--- src/rtl/mcycle_unit.sv ---
// Multi-cycle unsigned MUL/DIV engine for the Execute stage; raises Busy to stall the pipeline.
// Optional MCYCLE_EARLY_TERM_EN: MUL stops once the remaining multiplier bits are all zero.
module mcycle_unit #(
    parameter int unsigned WIDTH = 32
) (
    input  logic             CLK,
    input  logic             Reset,
    input  logic             Start,
    input  logic             MCycleOp,
    input  logic [WIDTH-1:0] Operand1,
    input  logic [WIDTH-1:0] Operand2,
    output logic [WIDTH-1:0] Result1,
    output logic [WIDTH-1:0] Result2,
    output logic             Busy
);

    localparam int unsigned CW = $clog2(WIDTH);

    typedef enum logic [1:0] {
        IDLE    = 2'd0,
        COMPUTE = 2'd1,
        DONE    = 2'd2
    } state_t;

    state_t           state;
    logic [CW-1:0]    count;
    logic             opDiv;
    logic [WIDTH-1:0] acc;      // MUL: upper partial product; DIV: remainder
    logic [WIDTH-1:0] mq;       // MUL: multiplier / lower product; DIV: dividend / quotient
    logic [WIDTH-1:0] opB;      // MUL: multiplicand; DIV: divisor

    logic [WIDTH:0]   mulSum;
    logic [WIDTH:0]   divShift;
    logic [WIDTH-1:0] divDiff;
    logic             divKeep;
    logic [WIDTH-1:0] nextAcc;
    logic [WIDTH-1:0] nextMq;
    logic [WIDTH-1:0] finalLo;
    logic [WIDTH-1:0] finalHi;
    logic             lastStep;

    // One radix-2 step of shift-add multiply or restoring divide
    always_comb begin
        mulSum   = {1'b0, acc} + {1'b0, (mq[0] ? opB : '0)};
        divShift = {acc, mq[WIDTH-1]};
        divKeep  = (divShift >= {1'b0, opB});
        divDiff  = divShift[WIDTH-1:0] - opB;
        if (opDiv) begin
            nextAcc = divKeep ? divDiff : divShift[WIDTH-1:0];
            nextMq  = {mq[WIDTH-2:0], divKeep};
        end else begin
            nextAcc = mulSum[WIDTH:1];
            nextMq  = {mulSum[0], mq[WIDTH-1:1]};
        end
    end

`ifdef MCYCLE_EARLY_TERM_EN
    localparam logic [CW:0] LAST_STEP = (CW+1)'(WIDTH-1);

    logic [WIDTH-1:0]   remMask;
    logic [2*WIDTH-1:0] alignedProd;

    // Low bits of nextMq still holding unconsumed multiplier bits; product is aligned on exit
    always_comb begin
        remMask     = {WIDTH{1'b1}} >> ({1'b0, count} + (CW+1)'(1));
        lastStep    = (count == CW'(WIDTH-1)) || (!opDiv && ((nextMq & remMask) == '0));
        alignedProd = {nextAcc, nextMq} >> (LAST_STEP - {1'b0, count});
        finalLo     = alignedProd[WIDTH-1:0];
        finalHi     = alignedProd[2*WIDTH-1:WIDTH];
    end
`else
    always_comb begin
        lastStep = (count == CW'(WIDTH-1));
        finalLo  = nextMq;
        finalHi  = nextAcc;
    end
`endif

    always_ff @(posedge CLK or posedge Reset) begin
        if (Reset) begin
            state   <= IDLE;
            count   <= '0;
            opDiv   <= 1'b0;
            acc     <= '0;
            mq      <= '0;
            opB     <= '0;
            Result1 <= '0;
            Result2 <= '0;
        end else begin
            case (state)
                IDLE: begin
                    if (Start) begin
                        opDiv <= MCycleOp;
                        acc   <= '0;
                        mq    <= MCycleOp ? Operand1 : Operand2;
                        opB   <= MCycleOp ? Operand2 : Operand1;
                        count <= '0;
                        state <= COMPUTE;
                    end
                end
                COMPUTE: begin
                    acc   <= nextAcc;
                    mq    <= nextMq;
                    count <= count + 1'b1;
                    if (lastStep) begin
                        Result1 <= finalLo;
                        Result2 <= finalHi;
                        state   <= DONE;
                    end
                end
                DONE:    state <= IDLE;
                default: state <= IDLE;
            endcase
        end
    end

    // Stall request: asserted the same cycle Start arrives in IDLE, dropped in DONE
    assign Busy = !Reset && (((state == IDLE) && Start) || (state == COMPUTE));

endmodule

--- config.mk ---
export PLATFORM = sky130hd
export DESIGN_NAME = mcycle_unit
export DESIGN_NICKNAME = d
export VERILOG_FILES = /design/src/rtl/mcycle_unit.sv
export SDC_FILE = /design/constraint.sdc
export NUM_CORES = 1
export LEC_CHECK = 0
export BUFFER_PORTS_ARGS = -buffer_cell sky130_fd_sc_hd__buf_2
export CAP_MARGIN = 40
export CORE_ASPECT_RATIO = 1.25
export CORE_UTILIZATION = 60
export DETAILED_ROUTE_END_ITERATION = 12
export PLACE_DENSITY_LB_ADDON = 0.05
export SYNTH_ARGS = -nofsm -noshare
export SYNTH_HDL_FRONTEND = slang
export SYNTH_SLANG_ARGS = --single-unit
--- constraint.sdc ---
create_clock -name CLK -period 5.1 [get_ports CLK]
set_clock_uncertainty 0.05 [all_clocks]
set_input_delay 0 -clock CLK [delete_from_list [all_inputs] [get_ports CLK]]
set_output_delay 0 -clock CLK [all_outputs]
set_load 0.01 [all_outputs]
# == Word-level counts from Yosys, hierarchy flattened ==
# Cells that the tools add are included.
# W data, S select, Z words.
# word_totals
register_bits,168
elab_cells,41
# classes
n_eq_ne,4
order_cmp,1
muxes,15
add_sub_neg,3
n_reduce_logical,10
# ops
cell,count
$mux W32,8
$pmux W32 S2,2
$add A32 B32 Y33,1
$ge A33 B32 Y1,1
$sub A32 B32 Y32,1
$pmux W5 S2,1
$reduce_and A2 Y1,4
$add A5 B1 Y5 const B,1
$eq A5 B5 Y1 const B,1
$mux W5,1
$mux W2,2
$ne A2 B2 Y1 const B,2
$pmux W2 S2,1
$eq A2 B1 Y1 const B,1
$logic_and A1 B1 Y1,2
$logic_not A2 Y1,1
$reduce_bool A2 Y1,1
$logic_not A1 Y1,1
$logic_or A1 B1 Y1,1

# == Logic depth before layout (Yosys ltp) ==
# Gate-level depths: netlist (run 1).
# logic_depth
word_depth,4
mapped_depth,15
ltp_nobuf,13

# == Worst setup path after synthesis (run 1) ==
# No wires, ideal clock.
# synth_timing
path_type,flip-flop to flip-flop
startpoint,register mq[0]
endpoint,register Result2[27]
path_slack_ps,1636
t_required_ps,4958
setup_ps,92
arrival_time_ps,3322
period_less_slack_ps,3464
stages_incl_launch_ff,14
cell_sequence,dfrtp_1 > clkbuf_1 > and2_1 > ha_1 > fa_1 > a21o_1 > a221oi_1 > o21ai_0 > a21oi_1 > o311a_1 > o211ai_1 > a21oi_1 > mux2_2 > o31ai_2
# synth_via
elab_chain_cells,3
# synth_lines
element,line,text
"start, declared",29,logic [WIDTH-1:0] mq;
"start signal, assigned",95,mq <= MCycleOp ? Operand1 : Operand2;
"start signal, assigned",103,mq <= nextMq;
$mux W32,44,"mulSum = {1'b0, acc} + {1'b0, (mq[0] ? opB : '0)};"
$add A32 B32 Y33,44,
$mux W32,48,if (opDiv) begin
"end signal, assigned",107,Result2 <= finalHi;
"end, declared",13,"output logic [WIDTH-1:0] Result2,"
# No other way between the ends.
# A chain may end at the register's enable or synchronous reset.

# == Worst setup path in the final report (run 1) ==
# layout_timing
startpoint,register mq[0]
endpoint,register acc[27]
# layout_via
elab_chain_cells,4
# layout_lines
element,line,text
$mux W32,44,
$add A32 B32 Y33,44,
$mux W32,48,
$pmux W32 S2,90,case (state)
"end signal, assigned",102,acc <= nextAcc;
"end, declared",28,logic [WIDTH-1:0] acc;
# No other way between the ends.

==> out/metrics.yaml, run 1 <==
post_route_cells_drive_above_1_share: 0.132
cp_data_arrival_time_ns: 4.49
synth.distinct_cells: 64
die_height_um: 158
hold-path-cell-count: 3
ctsLongestPathBuffers: 2
path_class: "reg2reg"
tritoncts.num_buffers: 17
synthArstFlopShare: 1.00
cts.clk_slew.worst_paths_ns: 0.08
hold_path.startpoint: "MCycleOp"
final_layout_worst_hold_slack_ns: 0.129
dr_total_vias: 11600
setup_violations: 0
drt_wl_total_um: 38600
cp-end-kind: "flop"
ys.warnings.count: 0
timing.critical_path.fanout_max: 12
syn_nets: 1493
worst_hold_path.endpoint: "mq[8]"
dpl_worst_slack_ns: 0.957
placedInstanceArea_um2: 12500
final.min_clock_period_ns: 4.21
relSlewSlack: 0.449
max_cap_viol_count: 0
globalRouteOverflowTotal: 0
timing.reg2reg.worst_path_depth: 12
drt_pass1_iterations: 5
synthesis.area_per_instance_um2: 8.64
fin_total_pwr_mw: 11.1
ys_dominant_reg_cell: "dfrtp_1"
groute.usage.overall: 0.394
cp_data_required_time_ns: 5.39
worstSkewPairLatency_ns: 0.44
power.static_leakage_nw: 6.51
floorplan.io_pins: 133
clock-root-buffer: "clkbuf_16"
ys_seq_area_frac: 0.359
design.final.nets: 1674
worst_r2r_endpoint: "acc[27]"
hpwl_um: 24800
post-route-cell-area_um2: 14100
power.ir.vdd_worst_mv: 0.334
place.gp.congestion: 0.932
mappedNetlistArea_um2: 11700
die-area_um2: 20100
wire_per_inst_um: 21.3
number_of_antenna_violations_at_the_first_check_in_global_routing: 0
fp-row-count: 56
most-common-layout-cells: "nand2_1 (214), dfrtp_1 (167), buf_2 (131), o21ai_0 (129), mux2i_1 (101)"
cts_tree: "done"
power_density_nw_per_um2: 783
dieWidth_um: 127
hp-class: "in2reg"
r2r_start: "mq[0]"
detail_route.drc_violations: 0
portBuffers: 132
final_critical_path_setup_slack_ns: 0.894
setup.reg_to_reg.worst_slack_ns: 0.89
htreeDepth: 4
worstMarginPinSlew_ns: 0.825
cts.repair.resized: 0
syn2layout_area_growth_pct: 20.4
clkSinkCount: 168
first_iteration_detailed_routing_drc_count: 829
first_pass_grt_wire_length_um: 61000
postRouteAntennaNets: 0
n_antenna_cell: 0
edff_count_synth: 0
finalSetupTns_ns: 0
post-route-period-util: 0.825
grt_max_degree: 80
run_status: "complete, no violations"
finalHoldViolations: 0
fp.coreArea_um2: 19000
initial_utilization: 0.618
report.final.slew_viol_count: 0
grt_pass1_vias: 11400
layout_commonest_cell: "nand2_1"
avgViaCountPerCell: 6.41
max_freq_ghz: 0.238
setup_repair_after_global_routing_missed_its_margin: "false"
startpoint_type: "flop"
synth.ff_latch_count: 168
syn_inst: 1357
## worst max-delay path by stage
stage / from / end / slack (ns)
after floorplan: Reset / Result1[0] / 0.50
after global placement: mq[0] / Result2[27] / 1.07
after detailed placement: mq[0] / acc[27] / 0.96
after CTS: mq[0] / acc[27] / 0.94
after global routing: mq[0] / acc[17] / 0.74
final: mq[0] / acc[27] / 0.89
## synthesized netlist by cell type, types with 9 or more instances
master / count / area, um^2
o21a_1: 13 / 97.6
nor2_1: 65 / 244
dfrtp_1: 168 / 4200
nand2_1: 216 / 811
nand3_1: 18 / 90.1
o221ai_1: 34 / 298
o21ai_0: 129 / 646
buf_2: 10 / 50.1
o31ai_1: 14 / 105
mux2i_1: 101 / 1010
a22o_1: 14 / 123
nand4_1: 17 / 106
o21ai_1: 12 / 60.1
ha_1: 66 / 826
xnor2_1: 29 / 254
mux2_2: 13 / 146
nor3_1: 15 / 75.1
o211ai_1: 10 / 75.1
xor2_1: 19 / 166
a21oi_1: 80 / 400
a21o_1: 30 / 225
inv_1: 55 / 206
clkbuf_1: 60 / 225
a31oi_1: 20 / 125
and2_1: 39 / 244
a211oi_1: 9 / 67.6
## per-stage QoR
stage,utilization,cells
floorplan,-,1357
global placement,0.656,1678
detailed placement,0.660,1681
CTS,0.744,1812
global route,0.744,1812
finish,0.744,1812
## critical path: stages (launching register included)
cell and delay [ns]:
dfrtp_1 0.53, and2_1 0.23, ha_1 0.23, fa_1 0.42, a21o_1 0.20, a221oi_1 0.46
o21ai_0 0.39, a21oi_1 0.45, o311a_1 0.27, o211ai_1 0.14, a21oi_1 0.17, mux2_2 0.38
o31ai_2 0.19
## kinds of logic after synthesis
group / count (synthesis) / share of synthesized area
buf+inv: 141 / 0.0513
flops: 168 / 0.359
xor+xnor: 48 / 0.0359
simple gates: 401 / 0.152
compound gates: 415 / 0.228
fa+ha+maj: 68 / 0.0738
mux: 116 / 0.101
## power breakdown
group          leakage, nW  internal (mW)  switching, mW
sequential            1.88           1.90          0.665
combinational         4.33           2.86           4.30
clock                0.292          0.662          0.673
total                 6.51           5.42           5.64
## area by class of cell
type / count / area (um^2)
multi-input cells: 1048 / 6940
fillers: 1333 / 4870
flip-flops and latches: 168 / 4210
repair buffers: 247 / 1830
clock buffers: 17 / 425
well taps: 261 / 327
inverters: 56 / 215
clock inverters: 15 / 173
## registers in the layout, indices dropped and copies added, names as in the netlist
name	flops
count	5
opDiv	1
Result1	32
acc	32
Result2	32
mq	32
state	2
opB	32
## routing by layer
layer | vias to the layer above | track usage | routed length [um]
li1 | 5243 | - | -
met1 | 5590 | 0.515 | 15900
met2 | 666 | 0.652 | 18300
met3 | 120 | 0.0628 | 2980
met4 | 0 | 0.167 | 1430
met5 | - | 0 | 0
## what timing repair did
action / CTS / global route
buffers inserted: 0 / 0
endpoints found under the hold margin: 140 / 0
hold buffers: 99 / 0
No activity file was read; power rests on OpenSTA's default activity.
==> inputs of run 2 (changes only) <==
- CORE_UTILIZATION: 60 -> 54
- clock period: 5.1 -> 3.8 ns (I/O delays scaled with it)
==> run 2 against run 1 <==
Net effect:
- die area up 11%
- worst setup slack worse by 0.74 ns
- clock power up 36%
- non-clock buffer count up 41
- via count down 2.8%
- power up 38%
- critical path depth up 1
==> out/metrics.yaml, run 2 (synthesis gave the netlist of run 1 again) <==
first_iteration_detailed_routing_drc_count: 972
cts_tree: "done"
avgViaCountPerCell: 6.05
max_cap_viol_count: 0
initial_utilization: 0.557
portBuffers: 132
drt_wl_total_um: 38100
run_status: "complete, no violations"
worstPathCellList: "buf_4 > buf_4 > and2_1 > ha_1 > a21oi_1 > and2_1 > or4_1 > a21o_1 > a211oi_2 > nor3_1 > o21ai_0 > o311ai_0 > o21ai_0"
drt_pass1_iterations: 5
final_layout_worst_hold_slack_ns: 0.0589
postRouteAntennaNets: 0
ctsLongestPathBuffers: 2
hp-class: "in2reg"
relSlewSlack: 0.450
cp_data_arrival_time_ns: 3.94
die-area_um2: 22300
layout_commonest_cell: "nand2_1"
post_route_cells_drive_above_1_share: 0.158
hpwl_um: 26800
clkSinkCount: 168
finalHoldViolations: 0
worstMarginPinSlew_ns: 0.826
tritoncts.num_buffers: 17
slowest_stage: "or4_1"
setup_repair_after_global_routing_missed_its_margin: "false"
cp_data_required_time_ns: 4.09
power.static_leakage_nw: 6.71
fp-row-count: 59
number_of_antenna_violations_at_the_first_check_in_global_routing: 0
syn2layout_area_growth_pct: 23.2
max_freq_ghz: 0.274
htreeDepth: 4
path_class: "reg2reg"
post-route-period-util: 0.961
startpoint_type: "flop"
place.gp.congestion: 0.989
timing.critical_path.fanout_max: 13
n_antenna_cell: 0
wire_per_inst_um: 20.4
clock-root-buffer: "clkbuf_16"
groute.usage.overall: 0.347
final.min_clock_period_ns: 3.65
grt_pass1_vias: 11200
timing.critical_path.slowest_cell_delay_ns: 0.52
dp_cells: 1735
detail_route.drc_violations: 0
fp.coreArea_um2: 21000
cp-end-kind: "flop"
dr_total_vias: 11300
report.final.slew_viol_count: 0
power_density_nw_per_um2: 1050
worstSkewPairLatency_ns: 0.44
final_critical_path_setup_slack_ns: 0.149
fin_total_pwr_mw: 15.2
globalRouteOverflowTotal: 0
most-common-layout-cells: "nand2_1 (214), dfrtp_1 (167), buf_2 (131), o21ai_0 (128), mux2i_1 (101)"
final-instance-count-excl-fill: 1866
die_height_um: 167
dieWidth_um: 134
power.ir.vdd_worst_mv: 0.570
dpl_worst_slack_ns: 0.0711
grt_max_degree: 107
finalSetupTns_ns: 0
setup_violations: 0
cts.clk_slew.worst_paths_ns: 0.07
first_pass_grt_wire_length_um: 60400
floorplan.io_pins: 133
design.final.nets: 1715
[run 2: cell types whose count changed in the layout (fill, tap and decap cells not counted), sizes merged]
cell and delta:
inv -1, clkinvlp +1, dlygate4sd3 -2, buf +43
[run 2: report_power, final]
| group | internal [mW] | switching [mW] | total (mW) |
|---|---|---|---|
| Combinational | 4.20 | 5.86 | 10.1 |
| Clock | 0.895 | 0.921 | 1.82 |
| Sequential | 2.55 | 0.780 | 3.33 |
| Total | 7.65 | 7.56 | 15.2 |
[run 2: area by class of cell]
type	instances	area, um^2
Sequential cell	168	4210
Fill cell	1720	6600
Inverter	56	214
Timing Repair Buffer	288	2110
Clock inverter	15	180
Tap cell	274	343
Clock buffer	17	425
Multi-Input combinational cell	1048	6960
[run 2: metal layers]
layer | vias to the layer above | global-route usage | wire, um
met1 | 5486 | 0.463 | 16800
met4 | 0 | 0.108 | 985
met2 | 395 | 0.579 | 18300
met3 | 74 | 0.0469 | 2030
li1 | 5336 | - | -
met5 | - | 0 | 0
[run 2: critical path, delay by kind of cell, from the launching register on]
family,cells,cell delay (ns)
AOI/OAI and AO/OA,6,1.40
and+or+nand+nor,4,0.99
DFF,1,0.40
adders and majority gates,1,0.37
buffers and inverters,2,0.36
[run 2: stage by stage]
step,cell area (um^2),util
detailed placement,12800,0.610
CTS,14400,0.685
global placement,12800,0.609
floorplan,11700,-
finish,14400,0.687
global route,14400,0.687
[run 2: path summary, 6_finish.rpt]
path | from | to | slack (ns) | cells past startpoint
max in group asynchronous | Reset | opDiv | 2.53 | 4
min reg2reg | Result1[20] | Result1[20] | 0.43 | 2
min | Operand1[9] | opB[9] | 0.06 | 3
min in group asynchronous | Reset | Result2[24] | 0.19 | 3
max | mq[0] | acc[30] | 0.15 | 13
max reg2reg | mq[0] | acc[30] | 0.15 | 13
[run 2: what timing repair did]
item | 4_1_cts | 5_1_grt
setup endpoints to repair | 0 | 14
hold buffers | 97 | 0
hold endpoints to repair | 92 | 0
resized for setup | 0 | 4
buffers inserted | 0 | 2
==> inputs of run 3 (changes only) <==
- BUFFER_PORTS_ARGS: -buffer_cell sky130_fd_sc_hd__buf_2 -> -buffer_cell sky130_fd_sc_hd__buf_4
==> run 3 against run 2 <==
Net effect:
- critical path depth increased by 1
- power decreased by 0.90%
- first-iteration DRC count shrank 20%
- die area did not move
- critical path type unchanged
- clock power about the same
- via count decreased by 0.34%
==> out/metrics.yaml, run 3 (synthesis gave the netlist of run 1 again) <==
post-route-cell-area_um2: 14700
worstSkewPairLatency_ns: 0.44
cell_internal_pwr_mw: 7.60
final.min_clock_period_ns: 3.59
postRouteAntennaNets: 0
timing.critical_path.fanout_max: 6
worstPathCellList: "and2_1 > ha_1 > fa_1 > a21o_1 > a221oi_1 > buf_4 > o21ai_1 > a21oi_1 > buf_4 > o311a_1 > o211ai_1 > a21oi_1 > mux2_2 > o31ai_2"
first_iteration_detailed_routing_drc_count: 774
setup_repair_after_global_routing_missed_its_margin: "false"
timing.reg2reg.worst_path_depth: 14
die-area_um2: 22300
cts.clk_slew.worst_paths_ns: 0.08
htreeDepth: 4
placedInstanceArea_um2: 13100
finalHoldViolations: 0
startpoint_type: "flop"
initial_utilization: 0.557
dieWidth_um: 134
timing.critical_path.slowest_cell_delay_ns: 0.43
n_antenna_cell: 0
avgViaCountPerCell: 6.09
cts_tree: "done"
final_layout_worst_hold_slack_ns: 0.101
finish.utilization: 0.696
floorplan.io_pins: 133
clkSinkCount: 168
hold-path-cell-count: 3
critPathBufInv: 2
critical_path_depth: 14
finalSetupTns_ns: 0
setup_violations: 0
most-common-layout-cells: "nand2_1 (214), buf_4 (169), dfrtp_1 (167), o21ai_0 (128), mux2i_1 (101)"
worstMarginPinSlew_ns: 0.790
max_freq_ghz: 0.279
power.share.combinational: 0.654
multi_input_comb_area_um2: 6950
grt_pass1_vias: 11200
cp-end-kind: "flop"
cp_data_arrival_time_ns: 3.89
tritoncts.num_buffers: 17
hpwl_um: 25900
number_of_antenna_violations_at_the_first_check_in_global_routing: 0
power.ir.vdd_worst_mv: 0.441
layout.filler_cells: 1677
syn2layout_area_growth_pct: 24.9
cp_data_required_time_ns: 4.10
relSlewSlack: 0.472
fp.coreArea_um2: 21000
first_pass_grt_wire_length_um: 59900
groute.usage.overall: 0.342
portBuffers: 132
post_route_cells_drive_above_1_share: 0.146
setup.reg_to_reg.worst_slack_ns: 0.21
cp_top_family: "compound AO/OA/AOI/OAI gates"
power_density_nw_per_um2: 1030
drt_pass1_iterations: 5
netSwitchingPower_mw: 7.48
ctsLongestPathBuffers: 2
design.final.nets: 1697
p_clk_frac: 0.119
drt_wl_total_um: 37100
wire_per_inst_um: 20.1
dr_total_vias: 11300
run_status: "complete, no violations"
grt_max_degree: 105
switching_share: 0.496
die_height_um: 167
detail_route.drc_violations: 0
layout_commonest_cell: "nand2_1"
slowest_stage: "dfrtp_1"
path_class: "reg2reg"
place.gp.congestion: 1.02
fp-row-count: 59
cts_setup_buffers: 0
report.final.slew_viol_count: 0
power.static_leakage_nw: 6.77
hp-class: "in2reg"
globalRouteOverflowTotal: 0
power.share.sequential: 0.227
regArea_um2: 4210
post-route-period-util: 0.944
clock-root-buffer: "clkbuf_16"
max_cap_viol_count: 0
run 3: per-stage QoR:
step,power (mW),worst slack (ns),cells
finish,15.1,0.213,1848
global placement,12.8,0.249,1716
detailed placement,12.9,0.145,1718
global route,16.2,0.0176,1848
floorplan,10.2,0.336,1357
CTS,14.9,0.152,1848
run 3: timing repair:
action,4_1_cts,5_1_grt
hold buffers,98,0
endpoints found under the setup margin,0,13
hold endpoints to repair,101,0
gates resized for setup,0,4
run 3: cell type report:
type	count	area share
Multi-Input combinational cell	1048	0.475
Clock inverter	14	0.0123
Timing Repair Buffer	270	0.159
Tap cell	274	0.0234
Inverter	56	0.0146
Clock buffer	18	0.0293
Sequential cell	168	0.287
run 3: final timing paths:
path,from,to
setup / recovery,mq[0],Result2[27]
hold / removal,MCycleOp,opB[3]
setup reg to reg,mq[0],Result2[27]
hold reg to reg,Result2[16],Result2[16]
max in group asynchronous,Reset,opDiv
min in group asynchronous,Reset,Result2[28]
run 3: metal layers:
layer,track usage,vias up,wire length [um]
li1,-,5293,-
met1,0.449,5486,16000
met2,0.566,384,17900
met3,0.0569,90,2190
met4,0.123,0,1070
met5,0,-,0
run 3: worst reg2reg max path: stages, from the launching register on:
cell and delay [ns]:
dfrtp_1 0.43, and2_1 0.18, ha_1 0.21, fa_1 0.42
a21o_1 0.19, a221oi_1 0.28, buf_4 0.17, o21ai_1 0.14
a21oi_1 0.17, buf_4 0.16, o311a_1 0.20, o211ai_1 0.15
a21oi_1 0.17, mux2_2 0.38, o31ai_2 0.20
run 3: power groups by stage:
| stage | logic (mW) | registers [mW] | clock network (mW) |
|---|---|---|---|
| 6_report | 9.86 | 3.43 | 1.79 |
| 5_1_grt | 10.8 | 3.51 | 1.87 |
| 4_1_cts | 9.69 | 3.39 | 1.80 |
| 3_5_place_dp | 9.53 | 3.41 | 0 |
| 3_3_place_gp | 9.42 | 3.42 | 0 |
| 2_1_floorplan | 7.11 | 3.10 | 0 |
